$ cat config.mk
export PLATFORM = sky130hd
export DESIGN_NAME = tern_matvec_sequencer_flat
export DESIGN_NICKNAME = d
export VERILOG_FILES = /design/src/rtl/tern_matvec_sequencer_if.sv /design/src/rtl/tern_matvec_sequencer.sv /design/src/flat_wrapper.sv
export SDC_FILE = /design/constraint.sdc
export NUM_CORES = 1
export LEC_CHECK = 0
export BUFFER_PORTS_ARGS = -buffer_cell sky130_fd_sc_hd__clkbuf_2
export CAP_MARGIN = 20
export CORE_MARGIN = 2
export CORE_UTILIZATION = 50
export DETAILED_ROUTE_END_ITERATION = 8
export PLACE_DENSITY = 0.73
export SLEW_MARGIN = 15
export SYNTH_ARGS = -nofsm -noshare
export SYNTH_HDL_FRONTEND = slang
export SYNTH_SLANG_ARGS = --single-unit
export TNS_END_PERCENT = 30
$ cat constraint.sdc
create_clock -name clk -period 3.8 [get_ports clk]
set_input_delay 0.76 -clock clk [delete_from_list [all_inputs] [get_ports clk]]
set_output_delay 0.76 -clock clk [all_outputs]
set_load 0.01 [all_outputs]
$ cat src/rtl/tern_matvec_sequencer_if.sv
// Stream/buffer bundle for the ternary mat-vec sequencer: control, buffer reads, result stream.
interface tern_matvec_sequencer_if #(
    parameter int ROWS  = 64,
    parameter int COLS  = 64,
    parameter int LANES = 8,
    parameter int ACT_W = 8,
    parameter int ACC_W = 20
);
    localparam int CH  = COLS / LANES;
    localparam int AAW = (CH > 1) ? $clog2(CH) : 1;
    localparam int WAW = (ROWS * CH > 1) ? $clog2(ROWS * CH) : 1;
    localparam int RW  = (ROWS > 1) ? $clog2(ROWS) : 1;

    logic                   start;
    logic                   busy;
    logic                   done;
    logic                   act_rd_en;
    logic [AAW-1:0]         act_addr;
    logic [LANES*ACT_W-1:0] act_rdata;
    logic                   w_rd_en;
    logic [WAW-1:0]         w_addr;
    logic [LANES*2-1:0]     w_rdata;
    logic                   out_valid;
    logic                   out_ready;
    logic [ACC_W-1:0]       out_data;
    logic [RW-1:0]          out_row;
    logic                   sat_flag;
    logic                   code_err;

    modport slave (
        input  start, act_rdata, w_rdata, out_ready,
        output busy, done, act_rd_en, act_addr, w_rd_en, w_addr,
               out_valid, out_data, out_row, sat_flag, code_err
    );
    modport master (
        output start, act_rdata, w_rdata, out_ready,
        input  busy, done, act_rd_en, act_addr, w_rd_en, w_addr,
               out_valid, out_data, out_row, sat_flag, code_err
    );
endinterface

$ cat src/rtl/tern_matvec_sequencer.sv
// Sequences one LANES-wide ternary MAC slice over a ROWS x COLS matrix, one chunk per cycle,
// saturating each row sum and streaming row results out over valid/ready.
module tern_matvec_sequencer #(
    parameter int ROWS  = 64,
    parameter int COLS  = 64,
    parameter int LANES = 8,
    parameter int ACT_W = 8,
    parameter int ACC_W = 20
) (
    input logic clk,
    input logic rst_n,
    tern_matvec_sequencer_if.slave bus
);
    localparam int CH    = COLS / LANES;
    localparam int CW    = (CH > 1) ? $clog2(CH) : 1;
    localparam int RW    = (ROWS > 1) ? $clog2(ROWS) : 1;
    localparam int WAW   = (ROWS * CH > 1) ? $clog2(ROWS * CH) : 1;
    localparam int SUM_W = ACT_W + 2 + $clog2(LANES);

    typedef enum logic [2:0] {S_IDLE, S_ISSUE, S_DRAIN, S_OUT, S_DONE} state_t;

    state_t                   state_q, state_d;
    logic [RW-1:0]            r_q, r_d;
    logic [CW-1:0]            c_q, c_d;
    logic signed [ACC_W-1:0]  acc_q, acc_d;
    logic                     rd_vld_q, rd_first_q;
    logic                     sat_q, sat_d, err_q, err_d, row_sat_q, row_sat_d;
    logic                     issue;

    logic [LANES-1:0][ACT_W:0] prod;
    logic [LANES-1:0]          lerr;
    logic signed [SUM_W-1:0]   lsum;
    logic signed [ACC_W-1:0]   base;
    logic signed [ACC_W:0]     sum;

    // Per-lane ternary select; -x is formed one bit wider so -(-2^(ACT_W-1)) is exact.
    for (genvar i = 0; i < LANES; i++) begin : g_lane
        logic [ACT_W:0] xe;
        logic [1:0]     code;
        assign xe      = {bus.act_rdata[i*ACT_W + ACT_W-1], bus.act_rdata[i*ACT_W +: ACT_W]};
        assign code    = bus.w_rdata[2*i +: 2];
        assign prod[i] = (code == 2'b01) ? xe : (code == 2'b11) ? -xe : '0;
        assign lerr[i] = (code == 2'b10);
    end

    always_ff @(posedge clk or negedge rst_n) begin
        if (!rst_n) begin
            state_q    <= S_IDLE;
            r_q        <= '0;
            c_q        <= '0;
            acc_q      <= '0;
            rd_vld_q   <= 1'b0;
            rd_first_q <= 1'b0;
            sat_q      <= 1'b0;
            err_q      <= 1'b0;
            row_sat_q  <= 1'b0;
        end else begin
            state_q    <= state_d;
            r_q        <= r_d;
            c_q        <= c_d;
            acc_q      <= acc_d;
            rd_vld_q   <= issue;
            rd_first_q <= issue && (c_q == '0);
            sat_q      <= sat_d;
            err_q      <= err_d;
            row_sat_q  <= row_sat_d;
        end
    end

    always_comb begin
        state_d = state_q;
        r_d     = r_q;
        c_d     = c_q;
        case (state_q)
            S_IDLE: if (bus.start) begin
                state_d = S_ISSUE;
                r_d     = '0;
                c_d     = '0;
            end
            S_ISSUE: if (c_q == CW'(CH - 1)) begin
                state_d = S_DRAIN;
                c_d     = '0;
            end else begin
                c_d = c_q + CW'(1);
            end
            S_DRAIN: state_d = S_OUT;
            S_OUT: if (bus.out_ready) begin
                if (r_q == RW'(ROWS - 1)) begin
                    state_d = S_DONE;
                end else begin
                    state_d = S_ISSUE;
                    r_d     = r_q + RW'(1);
                    c_d     = '0;
                end
            end
            S_DONE:  state_d = S_IDLE;
            default: state_d = S_IDLE;
        endcase
    end

    always_comb begin
        issue         = (state_q == S_ISSUE);
        bus.busy      = (state_q == S_ISSUE) || (state_q == S_DRAIN) || (state_q == S_OUT);
        bus.done      = (state_q == S_DONE);
        bus.act_rd_en = issue;
        bus.w_rd_en   = issue;
        bus.act_addr  = c_q;
        bus.w_addr    = WAW'(r_q) * WAW'(CH) + WAW'(c_q);
        bus.out_valid = (state_q == S_OUT);
        bus.out_data  = acc_q;
        bus.out_row   = r_q;
        bus.sat_flag  = sat_q;
        bus.code_err  = err_q;
    end

    // Datapath: read data is consumed the cycle after issue; a clamped row stays frozen.
    always_comb begin
        lsum = '0;
        for (int i = 0; i < LANES; i++) lsum = lsum + SUM_W'($signed(prod[i]));
        base      = rd_first_q ? '0 : acc_q;
        sum       = (ACC_W+1)'(base) + (ACC_W+1)'(lsum);
        acc_d     = acc_q;
        sat_d     = sat_q;
        err_d     = err_q;
        row_sat_d = row_sat_q;
        if (state_q == S_IDLE && bus.start) begin
            sat_d = 1'b0;
            err_d = 1'b0;
        end
        if (rd_vld_q) begin
            if (|lerr) err_d = 1'b1;
            if (rd_first_q || !row_sat_q) begin
                if (sum[ACC_W] != sum[ACC_W-1]) begin
                    acc_d     = sum[ACC_W] ? {1'b1, {(ACC_W-1){1'b0}}} : {1'b0, {(ACC_W-1){1'b1}}};
                    sat_d     = 1'b1;
                    row_sat_d = 1'b1;
                end else begin
                    acc_d     = sum[ACC_W-1:0];
                    row_sat_d = 1'b0;
                end
            end
        end
    end
endmodule
$ cat src/flat_wrapper.sv
// flat-port wrapper written by rule: the top's interface ports become plain ports
module tern_matvec_sequencer_flat 
#(
    parameter int ROWS  = 64,
    parameter int COLS  = 64,
    parameter int LANES = 8,
    parameter int ACT_W = 8,
    parameter int ACC_W = 20
)
  (clk, rst_n, bus_start, bus_act_rdata, bus_w_rdata, bus_out_ready, bus_busy, bus_done, bus_act_rd_en, bus_act_addr, bus_w_rd_en, bus_w_addr, bus_out_valid, bus_out_data, bus_out_row, bus_sat_flag, bus_code_err);
  tern_matvec_sequencer_if #(.ROWS(ROWS), .COLS(COLS), .LANES(LANES), .ACT_W(ACT_W), .ACC_W(ACC_W)) bus_i ();
  input logic clk;
  input logic rst_n;
  input wire logic [$bits(bus_i.start)-1:0] bus_start;
  input wire logic [$bits(bus_i.act_rdata)-1:0] bus_act_rdata;
  input wire logic [$bits(bus_i.w_rdata)-1:0] bus_w_rdata;
  input wire logic [$bits(bus_i.out_ready)-1:0] bus_out_ready;
  output wire logic [$bits(bus_i.busy)-1:0] bus_busy;
  output wire logic [$bits(bus_i.done)-1:0] bus_done;
  output wire logic [$bits(bus_i.act_rd_en)-1:0] bus_act_rd_en;
  output wire logic [$bits(bus_i.act_addr)-1:0] bus_act_addr;
  output wire logic [$bits(bus_i.w_rd_en)-1:0] bus_w_rd_en;
  output wire logic [$bits(bus_i.w_addr)-1:0] bus_w_addr;
  output wire logic [$bits(bus_i.out_valid)-1:0] bus_out_valid;
  output wire logic [$bits(bus_i.out_data)-1:0] bus_out_data;
  output wire logic [$bits(bus_i.out_row)-1:0] bus_out_row;
  output wire logic [$bits(bus_i.sat_flag)-1:0] bus_sat_flag;
  output wire logic [$bits(bus_i.code_err)-1:0] bus_code_err;
  assign bus_i.start = bus_start;
  assign bus_i.act_rdata = bus_act_rdata;
  assign bus_i.w_rdata = bus_w_rdata;
  assign bus_i.out_ready = bus_out_ready;
  assign bus_busy = bus_i.busy;
  assign bus_done = bus_i.done;
  assign bus_act_rd_en = bus_i.act_rd_en;
  assign bus_act_addr = bus_i.act_addr;
  assign bus_w_rd_en = bus_i.w_rd_en;
  assign bus_w_addr = bus_i.w_addr;
  assign bus_out_valid = bus_i.out_valid;
  assign bus_out_data = bus_i.out_data;
  assign bus_out_row = bus_i.out_row;
  assign bus_sat_flag = bus_i.sat_flag;
  assign bus_code_err = bus_i.code_err;
  tern_matvec_sequencer #(.ROWS(ROWS), .COLS(COLS), .LANES(LANES), .ACT_W(ACT_W), .ACC_W(ACC_W)) u_core (.clk(clk), .rst_n(rst_n), .bus(bus_i));
endmodule
==> reports/metrics.csv, run 1 <==
stage,metric,value,unit
timing,Final setup violation count,22,
detailed_routing,Initial DRC Count,368,
logic_synthesis,Mapped Cells,842,
placement,port bufs,128,
die,Die ar.,14360,um^2
outcome,status,"complete, but fails checks",
detailed_routing,via count,6956,
layout,"commonest non-fill, non-tap cell in the layout",buf_4,
timing,Max Clk Rate,125.0,MHz
placement,GP Congestion,0.9168,
layout,ratio of cells with drive above 1 in the final layout,0.4119,
die,I/O Pins,129,
global_route,first-pass GRT wire length,31850,um
setup_path,worst reg2reg path startpoint,u_core.rd_first_q,
setup_path,Worst Setup SP,bus_act_rdata[17],
logic_synthesis,Synth Area in Compound Gates,0.1706,
logic_synthesis,post-synthesis adder-cell area fraction,0.2594,
logic_synthesis,syn avg cell area,7.968,um^2
clock_tree,CTS tree,built,
global_route,initial antenna violation count,0,
logic_synthesis,largest family of logic cells by synthesized area,adder cells,
timing,fin. max-slew vios,0,
layout,most frequent cells in the layout,"188 x buf_4, 122 x clkbuf_2, 120 x nand2_1",
detailed_routing,iteration count of the initial detailed-routing pass,5,
timing,period utilization,2.106,
die,Rows,42,
clock_tree,H-tree Lvls,2,
die,Starting Density,0.5086,
min_path,hold path depth,2,
global_route,total congestion overflow,0,
clock_tree,CTS sink cnt,37,
setup_path,Required @ worst endpoint,3980,ps
layout,Final #Nets,1329,
timing,worst setup margin,-4202,ps
timing,Final Skew,3.491,ps
flow_run,Max-Cap Viols,0,
logic_synthesis,"Seq/Total Area, Yosys",0.1380,
die,Die X,119.8,um
global_route,Overall Global Routing Usage,0.2717,
setup_path,crit end category,flip-flop,
setup_path,R2R setup slack,90,ps
logic_synthesis,asr flop ratio synth,1.000,
setup_path,CP arrival,8180,ps
detailed_routing,remaining routing DRC violations,0,
placement,placed wire-length estimate,14720,um
logic_synthesis,synth warn,0,
placement,DP Area,8925,um^2
setup_path,slowest CP cell,fa_1,
layout,Area growth syn-to-layout,46.46,%
logic_synthesis,synth unique cells,64,
setup_path,most frequent CP cell,buf_4,
timing,measured slew at the worst slew-check pin,932.7,ps
clock_tree,"CTS clk-pin slew, worst paths",60,ps
detailed_routing,DR WL/cell,15.31,um
die,die height,119.8,um
setup_path,"Worst Path Class, Setup",in -> reg,
clock_tree,Worst-Skew Late Latency,290,ps
layout,Fill cells,938,
logic_synthesis,post-synthesis xor/xnor area fraction,0.1209,
timing,max_slew headroom,0.3782,
outcome,failing checks,negative setup slack,
logic_synthesis,synthesized flop and latch total,37,
timing,post-route minimum period,8002,ps
global_route,largest net degree at the start of global routing,38,
die,core box area,13190,um^2
clock_tree,number of buffers created by CTS,5,
setup_path,R2R cell count,16,
clock_tree,CTS Buffer Depth,2,
detailed_routing,antenna-violating nets left,0,
logic_synthesis,Syn Nets,1031,
layout,Ant. Diodes,0,
timing,Post-Route Hold Slack,509.5,ps
logic_synthesis,simple-gate area share of the yosys netlist,0.2048,
setup_path,crit path to,u_core.bus.out_data[10],
timing,final hold viol count,0,
detailed_routing,Vias/cell,5.282,
logic_synthesis,"Cell Area, Synth",6709,um^2
logic_synthesis,"EDFF count, synth",0,
clock_tree,CTS root buf,clkbuf_16,
layout,fin area,9826,um^2
logic_synthesis,mux cell area share after synthesis,0.01977,
setup_path,Worst setup SP type,primary input,
timing,RSZ-0062 raised after global routing,yes,
setup_path,CP Max Fanout,5,
setup_path,slowest cell delay on critical path,530,ps
detailed_routing,DRT Wirelength,20170,um
setup_path,r2r endpoint,u_core.bus.out_data[10],
logic_synthesis,"Primary FF master, synth",dfrtp_1,
global_route,vias in the first global route,6916,
min_path,HP Class,reg -> reg,
## metrics by stage
stage	std cells	TNS (ps)	setup slack, ps	util
2_1_floorplan	842	-85440	-3923	-
5_1_grt	1317	-97250	-4490	0.7449
6_report	1317	-91380	-4202	0.7449
3_5_place_dp	1282	-97490	-4519	0.6766
3_3_place_gp	1282	-95380	-4424	0.6766
4_1_cts	1307	-87480	-4046	0.7199
## worst max-delay path, delay by kind of cell
kind                     cells  cell delay, ps
buffers and inverters       16            1540
AO/OA/AOI/OAI               13            1980
XOR/XNOR                     2             260
AND/OR/NAND/NOR              4             350
adder cells (fa/ha/maj)      9            3260
## Yosys cell counts, drive strengths merged, types with 3 or more instances
cell / number / area (um^2)
o31ai: 20 / 185.2
a22o: 3 / 26.28
a21oi: 45 / 229.0
a21boi: 7 / 52.55
nand2: 130 / 488.0
nand2b: 14 / 87.58
fa: 54 / 1081
mux2i: 11 / 110.1
and2: 16 / 100.1
o21ai: 48 / 240.2
o21a: 3 / 22.52
nor3: 17 / 85.08
ha: 51 / 638.1
dfrtp: 37 / 925.9
xor2: 13 / 113.9
inv: 102 / 382.9
or3: 8 / 50.05
nand3: 7 / 35.03
nor2: 46 / 172.7
nor2b: 31 / 193.9
nand3b: 3 / 22.52
or4: 6 / 45.04
nor3b: 3 / 22.52
o22ai: 6 / 37.54
o21bai: 8 / 63.81
a31oi: 4 / 25.02
xnor2: 70 / 628.1
buf: 15 / 111.4
nand4: 4 / 25.02
clkbuf: 23 / 86.33
o41ai: 8 / 77.58
xnor3: 3 / 68.81
## kinds of logic (layout without fill, tap and decap cells)
group	Yosys count	after routing
multiplexers	13	13
AND/OR/NAND/NOR	291	291
XOR/XNOR	86	86
AO/OA/AOI/OAI	168	168
flip-flops	37	37
adder cells (fa/ha/maj)	107	107
buffers and inverters	140	439
## layout make-up
type | instances | area, um^2 | area share
Clock buffer | 5 | 125.1 | 0.01273
Inverter | 102 | 410.4 | 0.04177
Sequential cell | 37 | 925.9 | 0.09423
Timing Repair Buffer | 329 | 2262 | 0.2302
Clock inverter | 3 | 22.52 | 0.002292
Multi-Input combinational cell | 665 | 5859 | 0.5963
Tap cell | 176 | 220.2 | 0.02241
## state kept, by name (all words and copies together) (netlist names)
signal and count:
u_core.rd_first_q 1, u_core.bus.out_data 20, u_core.bus.sat_flag 1, u_core.rd_vld_q 1
u_core.bus.code_err 1, u_core.bus.out_row 6, u_core.row_sat_q 1, u_core.state_q 3
u_core.bus.act_addr 3
## worst min-delay path by stage
stage | startpoint | to | slack, ps
floorplan | u_core.row_sat_q | u_core.row_sat_q | 450
global placement | u_core.bus.code_err | u_core.bus.code_err | 460
detailed placement | u_core.bus.code_err | u_core.bus.code_err | 480
CTS | u_core.bus.out_data[2] | u_core.bus.out_data[2] | 510
global route | u_core.bus.code_err | u_core.bus.code_err | 550
finish | u_core.bus.out_data[11] | u_core.bus.out_data[11] | 510
## layer usage
metal,share of wire,track usage,up-vias
li1,-,-,3380
met1,0.41,0.3487,3298
met2,0.51,0.4804,233
met3,0.050,0.03232,45
met4,0.027,0.08088,0
met5,0,0,-
## what timing repair did
action / CTS / global route
buffers inserted: 15 / 12
hold buffers: 0 / 0
gates cloned: 3 / 0
pin swaps: 81 / 65
endpoints found under the setup margin: 22 / 22
gates resized for setup: 71 / 67
Power of run 1 is not shown: default switching activity piles up to over one toggle a cycle in this logic, so the estimate is an artifact.
==> run 2: changes to the inputs <==
--- a/config.mk
+++ b/config.mk
@@ -11,6 +11,7 @@
 export CORE_UTILIZATION = 50
 export DETAILED_ROUTE_END_ITERATION = 8
 export PLACE_DENSITY = 0.73
+export REMOVE_ABC_BUFFERS = 1
 export SLEW_MARGIN = 15
 export SYNTH_ARGS = -nofsm -noshare
 export SYNTH_HDL_FRONTEND = slang
==> constraint.sdc (replaced) <==
create_clock -name clk -period 3.8 [get_ports clk]
set_input_delay 0.76 -clock clk [delete_from_list [all_inputs] [get_ports clk]]
set_output_delay 0.76 -clock clk [all_outputs]
set_load 0.005 [all_outputs]
==> run 2 against run 1 <==
  * The flow still finishes with violations (negative setup slack)
  * Non-clock buffer count is 10 higher
  * Wire length is 2.1% higher
  * First-iteration DRC count is 8.2% lower
  * Via count is 2.0% higher
==> reports/metrics.csv, run 2 (synthesized netlist as in run 1, its figures left out) <==
stage,metric,value,unit
outcome,status,"complete, but fails checks",
outcome,failing checks,negative setup slack,
placement,GP Congestion,0.8819,
timing,Max Clk Rate,124.2,MHz
die,I/O Pins,129,
die,Rows,42,
die,Die ar.,14360,um^2
clock_tree,"CTS clk-pin slew, worst paths",60,ps
placement,placed wire-length estimate,14780,um
setup_path,CP arrival,8220,ps
setup_path,"Worst Path Class, Setup",in -> reg,
layout,max reg flops,20,
global_route,largest net degree at the start of global routing,38,
clock_tree,CTS tree,built,
timing,worst setup margin,-4253,ps
setup_path,slowest cell delay on critical path,570,ps
timing,final hold viol count,0,
detailed_routing,DR WL/cell,15.51,um
layout,Ant. Diodes,0,
detailed_routing,antenna-violating nets left,0,
global_route,Overall Global Routing Usage,0.2766,
timing,setup TNS,-91930,ps
setup_path,most frequent CP cell,fa_1,
clock_tree,CTS root buf,clkbuf_16,
timing,post-route minimum period,8053,ps
placement,Inst Count DP,1287,
die,core box area,13190,um^2
clock_tree,number of buffers created by CTS,5,
timing,measured slew at the worst slew-check pin,932.5,ps
layout,"commonest non-fill, non-tap cell in the layout",buf_4,
layout,most frequent cells in the layout,"194 x buf_4, 123 x clkbuf_2, 122 x nand2_1",
clock_tree,Worst-Skew Late Latency,290,ps
timing,max_slew headroom,0.3783,
clock_tree,CTS Buffer Depth,2,
setup_path,crit end category,flip-flop,
global_route,initial antenna violation count,0,
global_route,total congestion overflow,0,
layout,Area growth syn-to-layout,47.31,%
global_route,vias in the first global route,7215,
layout,Fill cells,922,
layout,fin cells,1327,
die,Starting Density,0.5086,
timing,Final setup violation count,22,
detailed_routing,Vias/cell,5.349,
setup_path,Worst setup SP type,primary input,
detailed_routing,Initial DRC Count,338,
clock_tree,CTS sink cnt,37,
timing,Final Skew,6.971,ps
die,die height,119.8,um
detailed_routing,remaining routing DRC violations,0,
flow_run,Max-Cap Viols,0,
min_path,HP Class,reg -> reg,
setup_path,Required @ worst endpoint,3970,ps
detailed_routing,via count,7098,
detailed_routing,iteration count of the initial detailed-routing pass,5,
setup_path,CP Max Fanout,5,
timing,RSZ-0062 raised after global routing,yes,
layout,ratio of cells with drive above 1 in the final layout,0.4162,
setup_path,slowest CP cell,fa_1,
timing,fin. max-slew vios,0,
layout,Final #Nets,1339,
global_route,first-pass GRT wire length,32430,um
die,Die X,119.8,um
timing,period utilization,2.119,
clock_tree,H-tree Lvls,2,
detailed_routing,DRT Wirelength,20590,um
placement,port bufs,128,
run 2: cell count changes in the layout (fill, tap and decap cells not counted), sizes merged:
cell / change
buf: +10
run 2: stage by stage:
step	utilization	instance area [um^2]	hold slack [ps]	setup WS, ps
global placement	0.6611	8720	453.0	-4616
CTS	0.7215	9517	483.6	-3920
global route	0.7493	9883	519.8	-4534
finish	0.7493	9883	483.4	-4253
floorplan	-	6511	449.8	-4738
detailed placement	0.6611	8720	458.4	-4759
run 2: worst paths after layout:
path | startpoint | endpoint | slack (ps) | cells past startpoint
worst max-delay path | bus_act_rdata[17] | u_core.bus.out_data[5] | -4250 | 40
min in group asynchronous | rst_n | u_core.bus.out_data[18] | 610 | 1
max in group asynchronous | rst_n | u_core.state_q[2] | 2620 | 1
worst min-delay path | u_core.bus.code_err | u_core.bus.code_err | 480 | 2
worst min register to register | u_core.bus.code_err | u_core.bus.code_err | 480 | 2
worst max register to register | u_core.bus.out_data[0] | u_core.bus.out_data[5] | 230 | 15
run 2: critical path, delay by kind of cell:
kind / cells / cell delay, ps
compound gates: 13 / 2100
xor+xnor: 4 / 430
buf+inv: 9 / 750
simple gates: 6 / 1000
fa+ha+maj: 8 / 3180
run 2: cell type report:
class | count | area (um^2) | area share
Clock inverter | 3 | 22.52 | 0.002279
Tap cell | 176 | 220.2 | 0.02228
Sequential cell | 37 | 925.9 | 0.09368
Clock buffer | 5 | 125.1 | 0.01266
Multi-Input combinational cell | 665 | 5856 | 0.5925
Inverter | 102 | 395.4 | 0.04001
Timing Repair Buffer | 339 | 2338 | 0.2366
run 2: per-layer routing:
| layer | global-route usage | up-vias | wire length [um] |
|---|---|---|---|
| li1 | - | 3403 | - |
| met1 | 0.3406 | 3333 | 8150 |
| met2 | 0.4932 | 288 | 10450 |
| met3 | 0.03184 | 74 | 1122 |
| met4 | 0.1103 | 0 | 863 |
| met5 | 0 | - | 0 |
run 2: timing repair:
item | in CTS | in global routing
buffers inserted | 22 | 7
gates cloned | 4 | 0
hold buffers | 0 | 0
pin swaps | 83 | 43
setup endpoints to repair | 22 | 22
resized for setup | 104 | 82
Power of run 2 is left out for the same reason.
==> run 3: changes to the inputs <==
--- a/config.mk
+++ b/config.mk
@@ -8,9 +8,8 @@
 export BUFFER_PORTS_ARGS = -buffer_cell sky130_fd_sc_hd__clkbuf_2
 export CAP_MARGIN = 20
 export CORE_MARGIN = 2
-export CORE_UTILIZATION = 50
+export CORE_UTILIZATION = 30
 export DETAILED_ROUTE_END_ITERATION = 8
-export PLACE_DENSITY = 0.73
 export REMOVE_ABC_BUFFERS = 1
 export SLEW_MARGIN = 15
 export SYNTH_ARGS = -nofsm -noshare
==> run 3 against run 2 <==
  * The flow still finishes with violations (negative setup slack)
  * Final area is 2.1% higher
  * Sequential share of layout area fell by 0.20 points
  * Utilization shrank 29 points
  * Fmax grew 3.1%
  * First-iteration DRC count decreased by 18%
  * Flip-flop and latch count unchanged
  * Critical path depth down 5
  * Via count decreased by 4.1%
  * Die area up 64%
  * Register-to-register slack barely moved
  * Non-clock buffer count is 6 higher
  * Setup slack improved by 240 ps
==> reports/metrics.csv, run 3 (synthesized netlist as in run 1, its figures left out) <==
stage,metric,value,unit
die,I/O Pins,129,
clock_tree,CTS tree,built,
clock_tree,number of buffers created by CTS,5,
setup_path,slowest cell delay on critical path,490,ps
die,core box area,21890,um^2
setup_path,Worst setup SP type,primary input,
placement,GP Congestion,0.8732,
detailed_routing,DRT Wirelength,19490,um
detailed_routing,Initial DRC Count,277,
layout,Area growth syn-to-layout,50.45,%
detailed_routing,remaining routing DRC violations,0,
placement,placed wire-length estimate,15440,um
die,Die X,153.5,um
die,Starting Density,0.3065,
setup_path,Required @ worst endpoint,3970,ps
layout,ratio of cells with drive above 1 in the final layout,0.4157,
timing,Max Clk Rate,128.1,MHz
timing,Final Skew,1.685,ps
global_route,total congestion overflow,0,
die,die height,153.5,um
timing,measured slew at the worst slew-check pin,957.2,ps
outcome,status,"complete, but fails checks",
setup_path,"Worst Path Class, Setup",in -> reg,
detailed_routing,Vias/cell,4.738,
detailed_routing,antenna-violating nets left,0,
placement,dpl ws,-4952,ps
die,Rows,54,
setup_path,CP arrival,7980,ps
detailed_routing,via count,6809,
clock_tree,CTS Buffer Depth,2,
timing,max_slew headroom,0.3618,
layout,Ant. Diodes,0,
flow_run,Max-Cap Viols,0,
clock_tree,Worst-Skew Late Latency,280,ps
layout,fin cells,1437,
outcome,failing checks,negative setup slack,
min_path,HP Class,in -> async,
setup_path,slowest CP cell,fa_1,
timing,fin. max-slew vios,0,
layout,most frequent cells in the layout,"203 x buf_4, 125 x nand2_1, 122 x clkbuf_2",
global_route,largest net degree at the start of global routing,38,
die,Die ar.,23580,um^2
layout,"commonest non-fill, non-tap cell in the layout",buf_4,
setup_path,most frequent CP cell,buf_4,
global_route,vias in the first global route,7036,
layout,max reg flops,20,
timing,period utilization,2.055,
placement,Inst Count DP,1408,
timing,post-route minimum period,7809,ps
clock_tree,"CTS clk-pin slew, worst paths",50,ps
clock_tree,CTS root buf,clkbuf_16,
timing,setup TNS,-86780,ps
placement,port bufs,128,
clock_tree,CTS sink cnt,37,
layout,Final #Nets,1345,
timing,worst setup margin,-4009,ps
detailed_routing,iteration count of the initial detailed-routing pass,4,
setup_path,CP Max Fanout,8,
timing,RSZ-0062 raised after global routing,yes,
global_route,first-pass GRT wire length,33090,um
global_route,Overall Global Routing Usage,0.1674,
detailed_routing,DR WL/cell,13.56,um
clock_tree,H-tree Lvls,2,
setup_path,Bufs and invs on worst path,10,
timing,Final setup violation count,22,
layout,Fill cells,2103,
setup_path,Worst path top cell family by delay,adder cells,
setup_path,crit end category,flip-flop,
timing,final hold viol count,0,
global_route,initial antenna violation count,0,
-- run 3: changes by cell type in the layout (fill, tap and decap cells not counted), sizes merged --
cell / before / now
bufinv: 0 / 1
clkinv: 3 / 0
clkbuf: 128 / 129
buf: 216 / 223
-- run 3: routing by layer --
metal | share of wire | GRT usage | up-vias
met3 | 0.035 | 0.01691 | 19
met2 | 0.50 | 0.2976 | 127
met5 | 0 | 0 | -
met1 | 0.45 | 0.2201 | 3251
li1 | - | - | 3412
met4 | 0.015 | 0.03626 | 0
-- run 3: area by class of cell --
class,count,area (um^2),share of cell area
multi-input combinational,665,5844,0.5790
sequential,37,925.9,0.09173
clock inverter,1,30.03,0.002975
tap,280,350.3,0.03471
inverter,102,397.9,0.03942
timing repair buffer,345,2402,0.2380
clock buffer,7,142.6,0.01413
-- run 3: final timing paths --
check / slack [ps] / cells after the start / endpoint / startpoint
max: -4010 / 35 / u_core.bus.out_data[15] / bus_act_rdata[17]
min: 390 / 1 / u_core.bus.out_data[19] / rst_n
max reg2reg: 220 / 15 / u_core.bus.out_data[15] / u_core.bus.out_data[0]
min reg2reg: 470 / 2 / u_core.bus.code_err / u_core.bus.code_err
max in group asynchronous: 2950 / 2 / u_core.bus.out_data[7] / rst_n
min in group clk: 470 / 2 / u_core.bus.code_err / u_core.bus.code_err
-- run 3: what timing repair did --
action | 4_1_cts | 5_1_grt
pin swaps | 85 | 48
setup buffers | 12 | 7
setup endpoints to repair | 22 | 22
gates resized for setup | 101 | 77
gates cloned | 1 | 0
hold buffers | 0 | 0
-- run 3: per-stage QoR --
| stage | cell area [um^2] | hold WS (ps) | util |
|---|---|---|---|
| 2_1_floorplan | 6511 | 449.8 | - |
| 3_3_place_gp | 9002 | 452.2 | 0.4112 |
| 3_5_place_dp | 9002 | 462.5 | 0.4112 |
| 4_1_cts | 9744 | 480.1 | 0.4451 |
| 5_1_grt | 10090 | 405.2 | 0.4611 |
| 6_report | 10090 | 385.8 | 0.4611 |
Power of run 3 is left out for the same reason.
